<file path="src/rtl/rs_ssc_dsd_decoder_pipe.sv">
// Streaming RS(N,K) SSC-DSD decoder over GF(2^8): capture, syndrome, classify and correct stages.
// Define RS_DEC_ERR_CNT_EN to add saturating CE/DUE event counters with a synchronous clear.
module rs_ssc_dsd_decoder_pipe #(
    parameter int DATA_SYMS = 36,
    parameter int SYM_W     = 8,
    parameter int CHK_SYMS  = 3
) (
    input  logic                                  clk,
    input  logic                                  rst_n,
    input  logic                                  in_valid,
    output logic                                  in_ready,
    input  logic [(DATA_SYMS+CHK_SYMS)*SYM_W-1:0] in_codeword,
    output logic                                  out_valid,
    input  logic                                  out_ready,
    output logic [1:0]                            out_result,
    output logic [DATA_SYMS*SYM_W-1:0]            out_data,
    output logic [7:0]                            out_err_loc
`ifdef RS_DEC_ERR_CNT_EN
    ,
    input  logic                                  cnt_clr,
    output logic [31:0]                           ce_cnt,
    output logic [31:0]                           due_cnt
`endif
);
    localparam int N      = DATA_SYMS + CHK_SYMS;
    localparam int K      = DATA_SYMS;
    localparam int STAGES = 3;
    localparam logic [8:0] N9 = 9'(N);
    localparam logic [1:0] RES_NE  = 2'b00;
    localparam logic [1:0] RES_CE  = 2'b01;
    localparam logic [1:0] RES_DUE = 2'b10;

    typedef logic [255:0][7:0] gf_tbl_t;

    function automatic logic [7:0] gf_xtime(input logic [7:0] a);
        return {a[6:0], 1'b0} ^ (a[7] ? 8'h1D : 8'h00);
    endfunction

    function automatic gf_tbl_t gen_exp();
        gf_tbl_t t;
        logic [7:0] x;
        x = 8'h01;
        for (int e = 0; e < 256; e++) begin
            t[8'(e)] = x;
            x = gf_xtime(x);
        end
        return t;
    endfunction

    function automatic gf_tbl_t gen_log();
        gf_tbl_t t;
        logic [7:0] x;
        t = '0;
        x = 8'h01;
        for (int e = 0; e < 255; e++) begin
            t[x] = 8'(e);
            x = gf_xtime(x);
        end
        return t;
    endfunction

    localparam gf_tbl_t GF_EXP = gen_exp();
    localparam gf_tbl_t GF_LOG = gen_log();

    function automatic logic [7:0] gf_mul(input logic [7:0] a, input logic [7:0] b);
        logic [7:0] p, x;
        p = 8'h00;
        x = a;
        for (int i = 0; i < 8; i++) begin
            if (b[i]) p = p ^ x;
            x = gf_xtime(x);
        end
        return p;
    endfunction

    logic [STAGES:0]          vld_pipe;
    logic                     en;
    logic [N*SYM_W-1:0]       s1_cw;
    logic [K*SYM_W-1:0]       s2_data, s3_data, fix_data;
    logic [7:0]               syn0_n, syn1_n, syn2_n;
    logic [7:0]               s2_syn0, s2_syn1, s2_syn2;
    logic [7:0]               s3_s0, s3_loc, loc_n, sq, pr;
    logic [1:0]               s3_res, res_n;
    logic [8:0]               ldiff;

    assign en        = !vld_pipe[STAGES] | out_ready;
    assign in_ready  = en;
    assign out_valid = vld_pipe[STAGES];

    always_comb begin
        syn0_n = 8'h00;
        syn1_n = 8'h00;
        syn2_n = 8'h00;
        for (int i = 0; i < N; i++) begin
            syn0_n = syn0_n ^ s1_cw[i*SYM_W +: SYM_W];
            syn1_n = syn1_n ^ gf_mul(s1_cw[i*SYM_W +: SYM_W], GF_EXP[8'(i % 255)]);
            syn2_n = syn2_n ^ gf_mul(s1_cw[i*SYM_W +: SYM_W], GF_EXP[8'((2*i) % 255)]);
        end
    end

    // Single error e at j gives S = (e, e*a^j, e*a^2j): S1^2 == S0*S2 and j = log S1 - log S0.
    always_comb begin
        sq    = gf_mul(s2_syn1, s2_syn1);
        pr    = gf_mul(s2_syn0, s2_syn2);
        ldiff = {1'b0, GF_LOG[s2_syn1]} - {1'b0, GF_LOG[s2_syn0]};
        if (ldiff[8]) ldiff = ldiff + 9'd255;
        res_n = RES_DUE;
        loc_n = 8'h00;
        if (s2_syn0 == 8'h00 && s2_syn1 == 8'h00 && s2_syn2 == 8'h00) begin
            res_n = RES_NE;
        end else if (s2_syn0 != 8'h00 && s2_syn1 != 8'h00 && sq == pr && ldiff < N9) begin
            res_n = RES_CE;
            loc_n = ldiff[7:0];
        end
    end

    // Check-symbol errors (loc >= K) match no data lane and leave the data untouched.
    always_comb begin
        fix_data = s3_data;
        for (int j = 0; j < K; j++) begin
            if (s3_res == RES_CE && s3_loc == 8'(j))
                fix_data[j*SYM_W +: SYM_W] = s3_data[j*SYM_W +: SYM_W] ^ s3_s0;
        end
    end

    always_ff @(posedge clk) begin
        if (!rst_n) vld_pipe <= '0;
        else if (en) vld_pipe <= {vld_pipe[STAGES-1:0], in_valid};
    end

    always_ff @(posedge clk) begin
        if (en) begin
            s1_cw   <= in_codeword;
            s2_data <= s1_cw[K*SYM_W-1:0];
            s2_syn0 <= syn0_n;
            s2_syn1 <= syn1_n;
            s2_syn2 <= syn2_n;
            s3_data <= s2_data;
            s3_s0   <= s2_syn0;
            s3_res  <= res_n;
            s3_loc  <= loc_n;
        end
    end

    always_ff @(posedge clk) begin
        if (!rst_n) begin
            out_result  <= 2'b00;
            out_data    <= '0;
            out_err_loc <= 8'h00;
        end else if (en && vld_pipe[STAGES-1]) begin
            out_result  <= s3_res;
            out_data    <= fix_data;
            out_err_loc <= s3_loc;
        end
    end

`ifdef RS_DEC_ERR_CNT_EN
    always_ff @(posedge clk) begin
        if (!rst_n || cnt_clr) begin
            ce_cnt  <= 32'h0;
            due_cnt <= 32'h0;
        end else if (out_valid && out_ready) begin
            if (out_result == RES_CE && ce_cnt != 32'hFFFF_FFFF)   ce_cnt  <= ce_cnt + 32'h1;
            if (out_result == RES_DUE && due_cnt != 32'hFFFF_FFFF) due_cnt <= due_cnt + 32'h1;
        end
    end
`endif

endmodule

</file>
<file path="config.mk">
export PLATFORM = sky130hd
export DESIGN_NAME = rs_ssc_dsd_decoder_pipe
export DESIGN_NICKNAME = d
export VERILOG_FILES = /design/src/rtl/rs_ssc_dsd_decoder_pipe.sv
export SDC_FILE = /design/constraint.sdc
export NUM_CORES = 2
export LEC_CHECK = 0
export ABC_CLOCK_PERIOD_IN_PS = 44200
export BUFFER_PORTS_ARGS = -buffer_cell sky130_fd_sc_hd__buf_2
export CORE_MARGIN = 5
export CORE_UTILIZATION = 55
export CTS_BUF_LIST = sky130_fd_sc_hd__clkbuf_2 sky130_fd_sc_hd__clkbuf_4 sky130_fd_sc_hd__clkbuf_8
export CTS_CLUSTER_SIZE = 28
export DETAILED_ROUTE_END_ITERATION = 16
export PLACE_DENSITY = 0.81
export SYNTH_ARGS = -nofsm -noshare
export SYNTH_HDL_FRONTEND = slang
export SYNTH_SLANG_ARGS = --single-unit
</file>
<file path="constraint.sdc">
create_clock -name clk -period 44.2 [get_ports clk]
set_input_delay 8.84 -clock clk [delete_from_list [all_inputs] [get_ports clk]]
set_output_delay 8.84 -clock clk [all_outputs]
set_load 0.01 [all_outputs]
</file>
==> flow_summary.yaml <==
run_status:
  outcome: "completed"
clock_network:
  path_clk_slew_ns: 0.07
  htree_num_levels: 4
  postCtsHoldBufs: 0
  cts.sinks: 1248
  cts_tree: "yes"
  clk_path_buf_depth: 3
  post_cts_resized: 0
  cts_setup_buffers: 0
  cts_root_buf: "clkbuf_8"
  clock_latency_ns: 0.95
  cts_buffers: 189
finish:
  area_growth_pct: 13.4
  fin_nets: 6594
  final_util: 0.627
  drive_gt1_frac: 0.186
  nFillCells: 8941
worst_setup_path:
  startpoint_type: "primary input"
  endpoint_kind: "output port"
  crit_type: "in -> out"
  path_max_fanout: 25
  arrival_ns: 9.66
  cp.required_ns: 35.36
sta:
  max_freq_ghz: 0.0541
  final.setup.tns_ns: 0
  worstMarginPinSlew_ns: 1.37
  hold_viol_final: 0
  setup_viol: 0
  relSlewSlack: 0.0819
  fin_crit_ns: 18.50
  final.setup.worst_slack_ns: 25.70
  drv_slew: 0
  rsz0062_at_grt: "false"
  finClkSkew_ns: 0.0651
  holdWs_ns: 0.393
  timing.final.crit_share: 0.419
yosys:
  ys_ff_latch: 1248
  synth-edff-count: 930
  ys.flop_type: "edfxtp_1"
  yosysSeqAreaShare: 0.511
  yosysWarnings: 0
  yosys-top-cells-count: "xnor2_1 (1138), edfxtp_1 (930), nand2_1 (636)"
  yosysTopAreaCellShare: 0.416
  syn_area_um2: 67200
  synthTopCellsByArea: "edfxtp_1 (42%), xnor2_1 (15%), dfxtp_1 (9.5%)"
  syn_area_per_cell_um2: 11.8
  synth_top_cell_by_area: "edfxtp_1"
  ys_types: 101
  async_flop_share: 0
  synth.most_common_cell: "xnor2_1"
  syn-instance-count: 5715
die:
  die_h_um: 359
  rows: 128
  core_region_area_um2: 122000
  ioPinCount: 616
  initial_core_util: 0.553
  die_w_um: 359
  dieArea_um2: 129000
grt:
  antenna_found_initial: 35
  grt_pass1_wl_um: 413000
  overflow: 0
  grt_max_degree: 190
  grt_use_total: 0.461
  grt_pass1_vias: 49900
detailed_routing:
  wl_per_cell_um: 38.3
  wl_um: 309000
  drtIter0Drc: 9663
  ant_nets: 0
  avgViaCountPerCell: 6.58
  drc_errors: 0
  drt_first_pass_iters: 8
  vias: 53000
job:
  cap_viol_max_count: 0
place:
  io_buffers: 615
  place_ws_ns: 25.70
  gp_congestion: 1.08
  hpwl_um: 231000
hold_path:
  hp-class: "reg -> reg"
==> routing by layer <==
| layer | vias up | track usage | share of wire |
|---|---|---|---|
| met3 | 939 | 0.133 | 0.13 |
| met4 | 8 | 0.259 | 0.071 |
| met5 | - | 0 | 0.00017 |
| li1 | 21200 | - | - |
| met2 | 4872 | 0.685 | 0.43 |
| met1 | 26000 | 0.611 | 0.37 |
==> kinds of logic after synthesis <==
family,Yosys count,synth area share
other,1,0.0000558
and+or+nand+nor,1192,0.0790
xor gates and xnor gates,1723,0.256
AOI/OAI and AO/OA,989,0.112
adders and majority gates,33,0.00626
buffers and inverters,491,0.0300
DFF,1248,0.511
muxes,38,0.00622
==> stage by stage <==
step           std cells  area [um2]
4_1_cts             8032       76100
5_1_grt             8050       76200
3_3_place_gp        7678       71800
2_1_floorplan       5716       67200
6_report            8057       76200
3_5_place_dp        7678       71800
==> layout by cell type, fill, tap and decap left out, drive strengths merged, types with 15 or more instances in the layout <==
cell / n
o211a: 291
a21boi: 19
o221ai: 23
nand3: 140
clkinv: 48
o22ai: 17
edfxtp: 930
a21oi: 142
nor2: 161
mux2i: 29
o211ai: 37
clkbuf: 281
dfxtp: 318
a311oi: 26
nor2b: 18
a211oi: 37
o21ai: 205
nand2b: 25
a21o: 15
xnor3: 129
a31oi: 33
and2: 22
xnor2: 1149
or3: 102
xor2: 433
diode: 24
inv: 60
nor3: 40
nand2: 638
ha: 32
buf: 775
==> registers in the layout (all words and copies together) (netlist names), 4 cells and up, named ones only <==
register / flops
s2_data: 288
s2_syn1: 8
s3_loc: 8
s2_syn2: 8
s1_cw: 312
s3_s0: 8
s2_syn0: 8
vld_pipe: 4
out_err_loc: 8
out_data: 288
s3_data: 288
==> final timing paths <==
kind,start,endpoint,slack (ns),cells past startpoint
setup / recovery,out_ready,in_ready,25.70,5
hold / removal,s2_data[5],s3_data[5],0.39,0
setup reg to reg,s1_cw[143],flop,36.52,15
hold reg to reg,s2_data[5],s3_data[5],0.39,0
==> area by class of cell <==
type / count / area (um2) / share of cell area
clock inverters: 74 / 837 / 0.0110
repair buffers: 776 / 4330 / 0.0569
well taps: 1625 / 2030 / 0.0267
clock buffers: 280 / 3440 / 0.0452
flip-flops and latches: 1248 / 34300 / 0.450
multi-input cells: 3977 / 31000 / 0.407
inverters: 53 / 206 / 0.00271
diodes: 24 / 60.1 / 0.000788
==> worst max-delay path, cell delays in order <==
cell	delay, ns
buf_2	0.12
nor2b_2	0.10
buf_4	0.25
inv_8	0.15
buf_2	0.17
Power is left out: the tool's default activity adds up to more than one toggle a clock period on the data nets, which glitch-free logic cannot reach.
